[src/rtl/fpnew_rob_issue.sv]
// Core-side issue stage and reorder buffer for the FPU: tags each request with
// its ROB slot and retires the out-of-order results back to the core in issue order.
module fpnew_rob_issue #(
    parameter int unsigned Width    = 64,
    parameter int unsigned ReqWidth = 200,
    parameter int unsigned Depth    = 4,
    parameter int unsigned IdxW     = $clog2(Depth)
) (
    input  logic                clk_i,
    input  logic                rst_i,
    // core request side
    input  logic [ReqWidth-1:0] core_req_i,
    input  logic                core_valid_i,
    output logic                core_ready_o,
    // FPU request side
    output logic [ReqWidth-1:0] fpu_req_o,
    output logic [IdxW-1:0]     fpu_tag_o,
    output logic                fpu_valid_o,
    input  logic                fpu_ready_i,
    // FPU result side
    input  logic [Width-1:0]    fpu_result_i,
    input  logic [4:0]          fpu_status_i,
    input  logic [IdxW-1:0]     fpu_tag_i,
    input  logic                fpu_out_valid_i,
    output logic                fpu_out_ready_o,
    // core result side
    output logic [Width-1:0]    core_result_o,
    output logic [4:0]          core_status_o,
    output logic                core_rvalid_o,
    input  logic                core_rready_i,
    // control / observability
    input  logic                flush_i,
    output logic                fpu_flush_o,
    output logic                busy_o,
    output logic [IdxW:0]       count_o,
    output logic                err_o
);

    // Handshake rule for every channel: a transfer happens in exactly the cycle
    // where valid and ready are both high; valid never depends on ready.

    localparam logic [IdxW:0]   DepthCnt = (IdxW+1)'(Depth);
    localparam logic [IdxW-1:0] PtrOne   = IdxW'(1);
    localparam logic [IdxW:0]   CntOne   = (IdxW+1)'(1);

    logic [IdxW-1:0]  wr_ptr_q, wr_ptr_d;
    logic [IdxW-1:0]  rd_ptr_q, rd_ptr_d;
    logic [IdxW:0]    count_q, count_d;
    logic [Depth-1:0] alloc_q, alloc_d;
    logic [Depth-1:0] done_q, done_d;
    logic             err_q, err_d;
    logic [Width-1:0] result_q [Depth];
    logic [4:0]       status_q [Depth];

    logic not_full;
    logic alloc_fire;
    logic retire_fire;
    logic res_in;
    logic res_ok;

    assign not_full     = (count_q != DepthCnt);
    assign fpu_valid_o  = core_valid_i & not_full & ~flush_i;
    assign core_ready_o = fpu_ready_i & not_full & ~flush_i;
    assign fpu_req_o    = core_req_i;
    assign fpu_tag_o    = wr_ptr_q;
    assign fpu_flush_o  = flush_i;

    assign alloc_fire  = core_valid_i & core_ready_o;
    assign retire_fire = core_rvalid_o & core_rready_i;

    // A result is only legal for a slot that is allocated and still waiting.
    assign res_in = fpu_out_valid_i & ~flush_i;
    assign res_ok = alloc_q[fpu_tag_i] & ~done_q[fpu_tag_i];

    assign core_rvalid_o   = alloc_q[rd_ptr_q] & done_q[rd_ptr_q];
    assign core_result_o   = result_q[rd_ptr_q];
    assign core_status_o   = status_q[rd_ptr_q];
    assign fpu_out_ready_o = 1'b1;
    assign busy_o          = (count_q != '0);
    assign count_o         = count_q;
    assign err_o           = err_q;

    always_comb begin
        wr_ptr_d = wr_ptr_q;
        rd_ptr_d = rd_ptr_q;
        count_d  = count_q;
        alloc_d  = alloc_q;
        done_d   = done_q;
        err_d    = err_q;

        if (alloc_fire) begin
            alloc_d[wr_ptr_q] = 1'b1;
            done_d[wr_ptr_q]  = 1'b0;
            wr_ptr_d          = wr_ptr_q + PtrOne;
        end
        if (res_in) begin
            if (res_ok) begin
                done_d[fpu_tag_i] = 1'b1;
            end else begin
                err_d = 1'b1;
            end
        end
        if (retire_fire) begin
            alloc_d[rd_ptr_q] = 1'b0;
            done_d[rd_ptr_q]  = 1'b0;
            rd_ptr_d          = rd_ptr_q + PtrOne;
        end
        case ({alloc_fire, retire_fire})
            2'b10:   count_d = count_q + CntOne;
            2'b01:   count_d = count_q - CntOne;
            default: count_d = count_q;
        endcase

        // Flush wins over everything except the sticky error flag.
        if (flush_i) begin
            wr_ptr_d = '0;
            rd_ptr_d = '0;
            count_d  = '0;
            alloc_d  = '0;
            done_d   = '0;
        end
    end

    always_ff @(posedge clk_i or posedge rst_i) begin
        if (rst_i) begin
            wr_ptr_q <= '0;
            rd_ptr_q <= '0;
            count_q  <= '0;
            alloc_q  <= '0;
            done_q   <= '0;
            err_q    <= 1'b0;
            for (int i = 0; i < int'(Depth); i++) begin
                result_q[i] <= '0;
                status_q[i] <= '0;
            end
        end else begin
            wr_ptr_q <= wr_ptr_d;
            rd_ptr_q <= rd_ptr_d;
            count_q  <= count_d;
            alloc_q  <= alloc_d;
            done_q   <= done_d;
            err_q    <= err_d;
            if (res_in && res_ok) begin
                result_q[fpu_tag_i] <= fpu_result_i;
                status_q[fpu_tag_i] <= fpu_status_i;
            end
        end
    end

endmodule

[config.mk]
export PLATFORM = sky130hd
export DESIGN_NAME = fpnew_rob_issue
export DESIGN_NICKNAME = d
export VERILOG_FILES = /design/src/rtl/fpnew_rob_issue.sv
export SDC_FILE = /design/constraint.sdc
export NUM_CORES = 1
export LEC_CHECK = 0
export CORE_AREA = 2 2 220 222
export DETAILED_ROUTE_END_ITERATION = 8
export DIE_AREA = 0 0 222 224
export SLEW_MARGIN = 20
export SYNTH_ARGS = -nofsm -noshare
export SYNTH_HDL_FRONTEND = slang
export SYNTH_SLANG_ARGS = --single-unit
[constraint.sdc]
create_clock -name clk_i -period 11.58 [get_ports clk_i]
set_input_delay 1.737 -clock clk_i [delete_from_list [all_inputs] [get_ports clk_i]]
set_output_delay 1.737 -clock clk_i [all_outputs]
set_load 0.03 [all_outputs]
== Word level (Yosys, flattened, before mapping) ==
Cells that the tools add are included.

* Register bits: 292
* Memory bits (writable): 0
* Latch bits: 0
* Memory bits (read-only): 0
* Input port bits: 278
* Memories: 0
* Word-level logic and storage cells: 101
* Output and inout bits: 281

* $add $sub $neg: 4
* Divide/modulo/power cells: 0
* Reductions and logical operators: 10
* Muxes and demuxes: 40
* Bitwise gates (word level): 21
* $mul: 0
* Order comparisons: 9
* Shifts and indexed selects: 0
* Eq/ne operators: 3

{| class="wikitable"
|+ Operators by type and width
! kind !! number
|-
| 256-bit bitwise mux || 1
|-
| 64-bit two-way mux || 3
|-
| 64-bit binary-select mux with 2-bit select || 1
|-
| 64-bit demux with 2-bit select || 1
|-
| 4-bit two-way mux || 8
|-
| 20-bit bitwise mux || 1
|-
| 5-bit two-way mux || 3
|-
| 4-bit bitwise AND || 3
|-
| 5-bit binary-select mux with 2-bit select || 1
|-
| 5-bit demux with 2-bit select || 1
|-
| 1-bit bitwise AND || 9
|-
| 2-bit by 3-bit less-than comparator with 1-bit output (second input constant) || 3
|-
| 1-bit binary-select mux with 2-bit select || 4
|-
| 2-bit two-way mux || 4
|-
| 4-bit inverter || 2
|-
| 4-bit bitwise OR || 2
|-
| 1-bit two-way mux || 7
|-
| 1-bit demux with 2-bit select || 3
|-
| 2-bit by 1-bit greater-or-equal comparator with 1-bit output (second input constant) || 3
|-
| 3-bit greater-or-equal comparator (second input constant) || 2
|-
| 2-bit inverter with 3-bit output || 2
|-
| 3-bit one-hot mux with 2 select lines || 1
|-
| 3-bit nonzero test || 2
|-
| 1-bit logical AND || 5
|-
| 11 further kinds || 15
|}

== Depth between registers and ports, before layout ==
Gate-level depths: netlist (run 1).

* Depth in word-level cells: 13
* Gate-level depth with buffers: 10
* Gate-level depth less buffers: 8

== Least setup slack after synthesis (run 1) ==
No wires, ideal clock.

* Kind: input-to-output
* Start: in flush_i
* End: out core_ready_o
* Arrival time: 2.330 ns
* Buffers on the path: 1
* Path slack: 7.513 ns
* Required time: 9.843 ns
* Cell stages on the path: 3
* Cells stage by stage: clkbuf_1 -> nor2_1 -> and2_1

* Cells in the longest elaborated chain, start to end: 2

{| class="wikitable"
|+ RTL lines
! item !! RTL line !! text
|-
| from (decl) || 32 || <nowiki>input logic flush_i,</nowiki>
|-
| 1-bit inverter || 63 || <nowiki>assign core_ready_o = fpu_ready_i & not_full & ~flush_i;</nowiki>
|-
| 1-bit bitwise AND || 63 ||
|-
| to (decl) || 14 || <nowiki>output logic core_ready_o,</nowiki>
|}

Every way passes these cells.

== Final worst setup path (run 1) ==
* Start: reg rd_ptr_q[0]
* End: out core_rvalid_o

* Cells in the longest elaborated chain, start to end: 3
* Elaborated cells on any way between the ends: 5
* Those cells by class: mux (4); bitwise (1)

{| class="wikitable"
|+ RTL lines
! item !! RTL line !! text
|-
| from (decl) || 47 || <nowiki>logic [IdxW-1:0] rd_ptr_q, rd_ptr_d;</nowiki>
|-
| from (signal assigned) || 138 || <nowiki>rd_ptr_q <= rd_ptr_d;</nowiki>
|-
| 1-bit binary-select mux with 2-bit select || 75 || <nowiki>assign core_rvalid_o = alloc_q[rd_ptr_q] & done_q[rd_ptr_q];</nowiki>
|-
| 1-bit two-way mux (not written as such) || 75 ||
|-
| 1-bit bitwise AND * || 75 ||
|-
| to (decl) || 29 || <nowiki>output logic core_rvalid_o,</nowiki>
|}

Every way passes the cells marked *; elsewhere a longest branch is shown, timed or not. The select of a mux whose other input is x is not followed.

==> metrics.yaml, run 1 <==
timing:
  finalHoldViolations: 0
  maxSlewHeadroom_pct: 34.3
  setup_viol: 0
  maxSlewViolCount: 0
  fin_setup_tns_ps: 0
  max_freq_ghz: 0.178
  worst_slack_ps: 5960
  finalCritPeriodShare_pct: 48.5
  rsz0062_at_grt: "false"
  tightest_slew_ps: 985
  period_minus_slack_ps: 5620
  clock_skew_ps: 17.1
detailed_routing:
  first_pass_iters: 5
  dr_total_vias: 7833
  routed_wl_um: 33000
  drcViolationCount: 0
  ant_nets: 0
  drtIter0Drc: 391
  wl_per_cell_um: 20.7
  vias_per_cell: 4.92
synthesis:
  synth-async-reset-ratio_pct: 100
  synth_cells: 1002
  synthDistinctLibCells: 42
  yosysWarnings: 0
  yosysSeqAreaShare_pct: 49.5
  synth.top_cell.area_share_pct: 49.5
  yosysMostFrequentCell: "dfrtp_1"
  synth-edff-count: 0
  synthFlopType: "dfrtp_1"
  synthTopCellsByArea: "dfrtp_1 50%, mux2_2 15%, mux4_2 11%"
  synth-seq-cells: 292
  netlist_area_um2: 14800
  syn_avg_cell_area_um2: 14.7
  synth_common_cells: "292 x dfrtp_1, 203 x buf_4, 202 x mux2_2"
  synth_top_area_cell: "dfrtp_1"
  syn_nets: 1289
worst_setup_path:
  crit_slowest_cell: "dfrtp_4"
  crit_path_end: "core_rvalid_o"
  critPathRequiredTime_ps: 9840
  path_cells: "buf_4 -> inv_1 -> mux4_2 -> inv_1 -> clkdlybuf4s50_1"
  reg2reg_slack_ps: 7850
  cp.arrival_ps: 3880
  cp_slowest_stage_delay_ps: 910
  reg2reg_to: "count_o[2]"
  startpoint: "rd_ptr_q[0]"
  r2r_start: "rd_ptr_q[0]"
  r2r_cells: 8
  end_kind: "primary output"
  startpoint_type: "register"
  path_class: "register to primary output"
  path_common_cell: "inv_1"
  crit_fanout: 37
min_path:
  min_from: "err_o"
  hold_path.class: "register to register"
final_layout:
  syn2layout_area_growth_pct: 12.4
  drive_gt1_share_pct: 42.3
  diodes: 0
  utilization_pct: 35.0
  finish.instance_area_um2: 16600
  final_nets: 1240
placed_design:
  gp_congestion: 0.724
  dpl.hpwl_um: 19900
  port_buffers: 157
  postPlaceCellArea_um2: 15400
  dp_slack_ps: 6150
die:
  start_util_pct: 31.2
  die_h_um: 224
  io_pins: 559
  core_region_area_um2: 47300
  die_x_um: 222
  die-area_um2: 49700
  rows: 80
clocking:
  hold_buffers: 0
  clkLatencyLatePin_ps: 540
  clkTransAtPathRegs_ps: 60
  htree_levels: 2
  post-cts-setup-buffers: 0
  cts_tree: "done"
  cts_resized: 0
  clockRootBuffer: "clkbuf_16"
  cts.path.max_buffers: 3
  clock_sinks: 292
  cts_inserted_buffers: 36
pwr:
  internal_power_mw: 1.97
  switchingPower_mw: 0.665
  p_total_mw: 2.64
  ir_drop_v: 0.0000921
  switching_share_pct: 25.2
  power_density_nw_per_um2: 159
  comb_power_share_pct: 14.9
  seqPwrFrac_pct: 44.0
  power.leakage_nw: 7.56
  clock_power_share_pct: 41.1
flow_run:
  drv_cap: 0
grt:
  track_usage_pct: 13.4
  grt_pass1_vias: 8422
  antenna_found_initial: 0
  grt_max_degree: 167
  gr-total-overflow: 0
  grt_pass1_wl_um: 51500
outcome:
  outcome: "finished, final reports clean"
==> cells by family (layout without fill, tap and decap cells) <==
family	count (synthesis)	after routing	share of synthesized area, %
and+or+nand+nor	55	55	2.15
DFF	292	292	49.5
muxes	347	347	33.6
other	1	1	0.0254
buffers and inverters	270	245	12.6
adders and majority gates	9	9	0.814
AOI/OAI and AO/OA	28	28	1.36
==> cell usage in the layout (no fill, tap or decap), drive strengths merged, types with 2 or more instances in the layout <==
cell	netlist	routed
nand2	13	13
mux4	70	70
clkbuf	12	50
buf	241	9
o2111ai	2	2
clkdlybuf4s50	0	157
nor4b	2	2
dfrtp	292	292
nor2	5	5
and2	2	2
nor3b	3	3
mux2	276	276
o21ai	8	8
nand2b	5	5
a221oi	9	9
o211ai	2	2
nand3	6	6
or3	3	3
nor4	3	3
ha	8	8
clkinv	0	10
nand4	5	5
inv	17	17
nor2b	2	2
a21oi	2	2
nor3	2	2
==> worst min path at each step <==
stage,endpoint,slack (ps),cells after the start
3_3_place_gp,err_o,460,1
2_1_floorplan,result_q[208],450,1
5_1_grt,err_o,490,1
4_1_cts,err_o,470,1
3_5_place_dp,err_o,450,1
6_report,err_o,470,1
==> flip-flops by register name, indices dropped and copies added, names as in the netlist <==
name       cells
result_q     256
done_q         4
err_o          1
alloc_q        4
status_q      20
rd_ptr_q       2
fpu_tag_o      2
count_o        3
==> through the flow <==
stage          hold WS, ps  std cells
5_1_grt                491       1592
2_1_floorplan          453       1002
4_1_cts                466       1592
3_3_place_gp           461       1530
3_5_place_dp           455       1530
6_report               467       1592
==> critical path, delay by kind of cell (launching register included) <==
kind,cells,cell delay (ps)
buffers and inverters,4,1930
muxes,1,480
DFF,1,910
==> metal layers <==
layer  global-route usage [%]  vias up  share of wire (%)
met2                     20.2      342                 46
li1                         -     3300                  -
met1                     17.7     4116                 44
met4                     4.84        0                2.4
met5                        0        -                  0
met3                     4.72       75                7.6
==> power by group through the flow <==
stage	clock, mW	sequential, mW	combinational (mW)
floorplan	0	1.16	0.380
global placement	0	1.17	0.391
detailed placement	0	1.18	0.397
CTS	1.13	1.16	0.399
global route	1.17	1.17	0.417
finish	1.08	1.16	0.392
==> cell type report <==
class / count / area [µm²]
Clock inverter: 12 / 103
Sequential cell: 292 / 7310
Clock buffer: 50 / 1040
Inverter: 17 / 71.3
Multi-Input combinational cell: 440 / 5630
Tap cell: 615 / 769
Fill cell: 4558 / 30800
Timing Repair Buffer: 166 / 1650
Note: power is estimated with default switching activity, not from simulation.
==> run 2, diff against run 1 <==
==> constraint.sdc (replaced) <==
create_clock -name clk_i -period 4.7 [get_ports clk_i]
set_input_delay 0.705 -clock clk_i [delete_from_list [all_inputs] [get_ports clk_i]]
set_output_delay 0.705 -clock clk_i [all_outputs]
set_load 0.03 [all_outputs]
==> run 2 against run 1 <==
  * Clock skew shrank 2.8 ps
  * Utilization up 0.41 points
  * Cell count increased by 0.69%
  * Sequential share of layout area is 0.51 points lower
  * Die area unchanged
  * Critical path type unchanged
  * Critical endpoint unchanged
==> metrics.yaml, run 2 (synthesized netlist as in run 1, its figures left out) <==
grt:
  grt_max_degree: 137
  gr-total-overflow: 0
  grt_pass1_vias: 8745
  track_usage_pct: 13.5
  grt_pass1_wl_um: 52300
  antenna_found_initial: 2
final_layout:
  drive_gt1_share_pct: 43.2
  largest_reg_flops: 256
  syn2layout_area_growth_pct: 13.7
  instances_no_fill: 1603
  final_nets: 1247
  top_register: "result_q"
  fillers: 4512
  final_cell_mix: "290 x dfrtp_1, 202 x mux2_2, 157 x clkdlybuf4s50_1"
  layout_commonest_cell: "dfrtp_1"
  reg_top3: "result_q x256, status_q x20"
die:
  core_region_area_um2: 47300
  die_x_um: 222
  die_h_um: 224
  io_pins: 559
  die-area_um2: 49700
  start_util_pct: 31.2
  rows: 80
clocking:
  cts_inserted_buffers: 36
  post-cts-setup-buffers: 0
  clockRootBuffer: "clkbuf_16"
  clock_sinks: 292
  cts.path.max_buffers: 3
  htree_levels: 2
  clkLatencyLatePin_ps: 540
  clkTransAtPathRegs_ps: 60
  hold_buffers: 0
  cts_resized: 0
  cts_tree: "done"
timing:
  finalCritPeriodShare_pct: 81.5
  max_freq_ghz: 0.261
  maxSlewHeadroom_pct: 34.6
  rsz0062_at_grt: "false"
  maxSlewViolCount: 0
  clock_skew_ps: 14.3
  fin_setup_tns_ps: 0
  finalHoldViolations: 0
  whs_ps: 474
  setup_viol: 0
  period_minus_slack_ps: 3830
  tightest_slew_ps: 981
min_path:
  min_from: "err_o"
  hold_end: "err_o"
  hold_path.class: "register to register"
  min_path_cells: 1
detailed_routing:
  dr_total_vias: 7813
  vias_per_cell: 4.87
  ant_nets: 0
  first_pass_iters: 4
  drtIter0Drc: 419
  drcViolationCount: 0
  wl_per_cell_um: 20.6
  routed_wl_um: 33000
worst_setup_path:
  crit_fanout: 31
  critPathRequiredTime_ps: 3990
  startpoint_type: "register"
  path_class: "register to primary output"
  r2r_start: "rd_ptr_q[0]"
  path_common_cell: "inv_1"
  r2r_cells: 7
  crit_slowest_cell: "dfrtp_4"
  path_cells: "inv_1 -> mux4_2 -> inv_1 -> clkdlybuf4s50_1"
  end_kind: "primary output"
  reg2reg_to: "count_o[2]"
  cp_slowest_stage_delay_ps: 900
  cp.arrival_ps: 3130
  path_delay_family: "buffers and inverters"
  reg2reg_slack_ps: 1690
  crit_buf_inv: 3
flow_run:
  drv_cap: 0
placed_design:
  port_buffers: 157
  gp_congestion: 0.729
  dpl.hpwl_um: 20600
  placed_cells: 1537
pwr:
  ir_drop_v: 0.000209
  power.leakage_nw: 7.65
  power_density_nw_per_um2: 398
outcome:
  outcome: "finished, final reports clean"
run 2: layout make-up:
cell class                 count  area (µm²)  share of cell area [%]
inverter                      17        67.6                   0.403
sequential                   292        7310                    43.6
antenna                        1        2.50                  0.0149
tap                          615         769                    4.59
timing repair buffer         173        1750                    10.5
clock inverter                15         168                    1.00
clock buffer                  50        1060                    6.35
multi-input combinational    440        5630                    33.6
run 2: routing by layer:
metal  global-route usage [%]  wire length [µm]  part of all wire (%)
met1                     17.7             14700                    44
met2                     20.8             15100                    46
met5                    0.587                13                 0.039
met4                     4.93               750                   2.3
met3                     4.66              2450                   7.4
run 2: worst register-to-register path, delay by kind of cell (launching register included):
family                     cells  cell delay, ps
DFF                            1             900
and+or+nand+nor                3             500
muxes                          1             450
buffers and inverters          1             240
AOI/OAI and AO/OA              1             290
adders and majority gates      1             470
run 2: power breakdown:
part,internal [mW],total [mW],switching (mW)
Combinational,0.521,0.975,0.454
Clock,1.75,2.85,1.09
Sequential,2.75,2.86,0.112
run 2: worst max path at each step:
| stage | from | to | cells past startpoint |
|---|---|---|---|
| 2_1_floorplan | rst_i | alloc_q[0] | 1 |
| 3_3_place_gp | fpu_out_valid_i | result_q[14] | 6 |
| 3_5_place_dp | fpu_out_valid_i | result_q[56] | 6 |
| 4_1_cts | rd_ptr_q[0] | core_rvalid_o | 4 |
| 5_1_grt | rd_ptr_q[0] | core_rvalid_o | 4 |
| 6_report | rd_ptr_q[0] | core_rvalid_o | 4 |
run 2: metrics by stage:
step / cell area, µm² / utilization (%) / setup WS (ps) / total power [mW]
floorplan: 14800 / - / 120 / 3.80
global placement: 15500 / 32.8 / 1360 / 3.86
detailed placement: 15500 / 32.8 / 1360 / 3.89
CTS: 16800 / 35.4 / 779 / 6.81
global route: 16800 / 35.4 / 620 / 6.99
finish: 16800 / 35.4 / 869 / 6.68
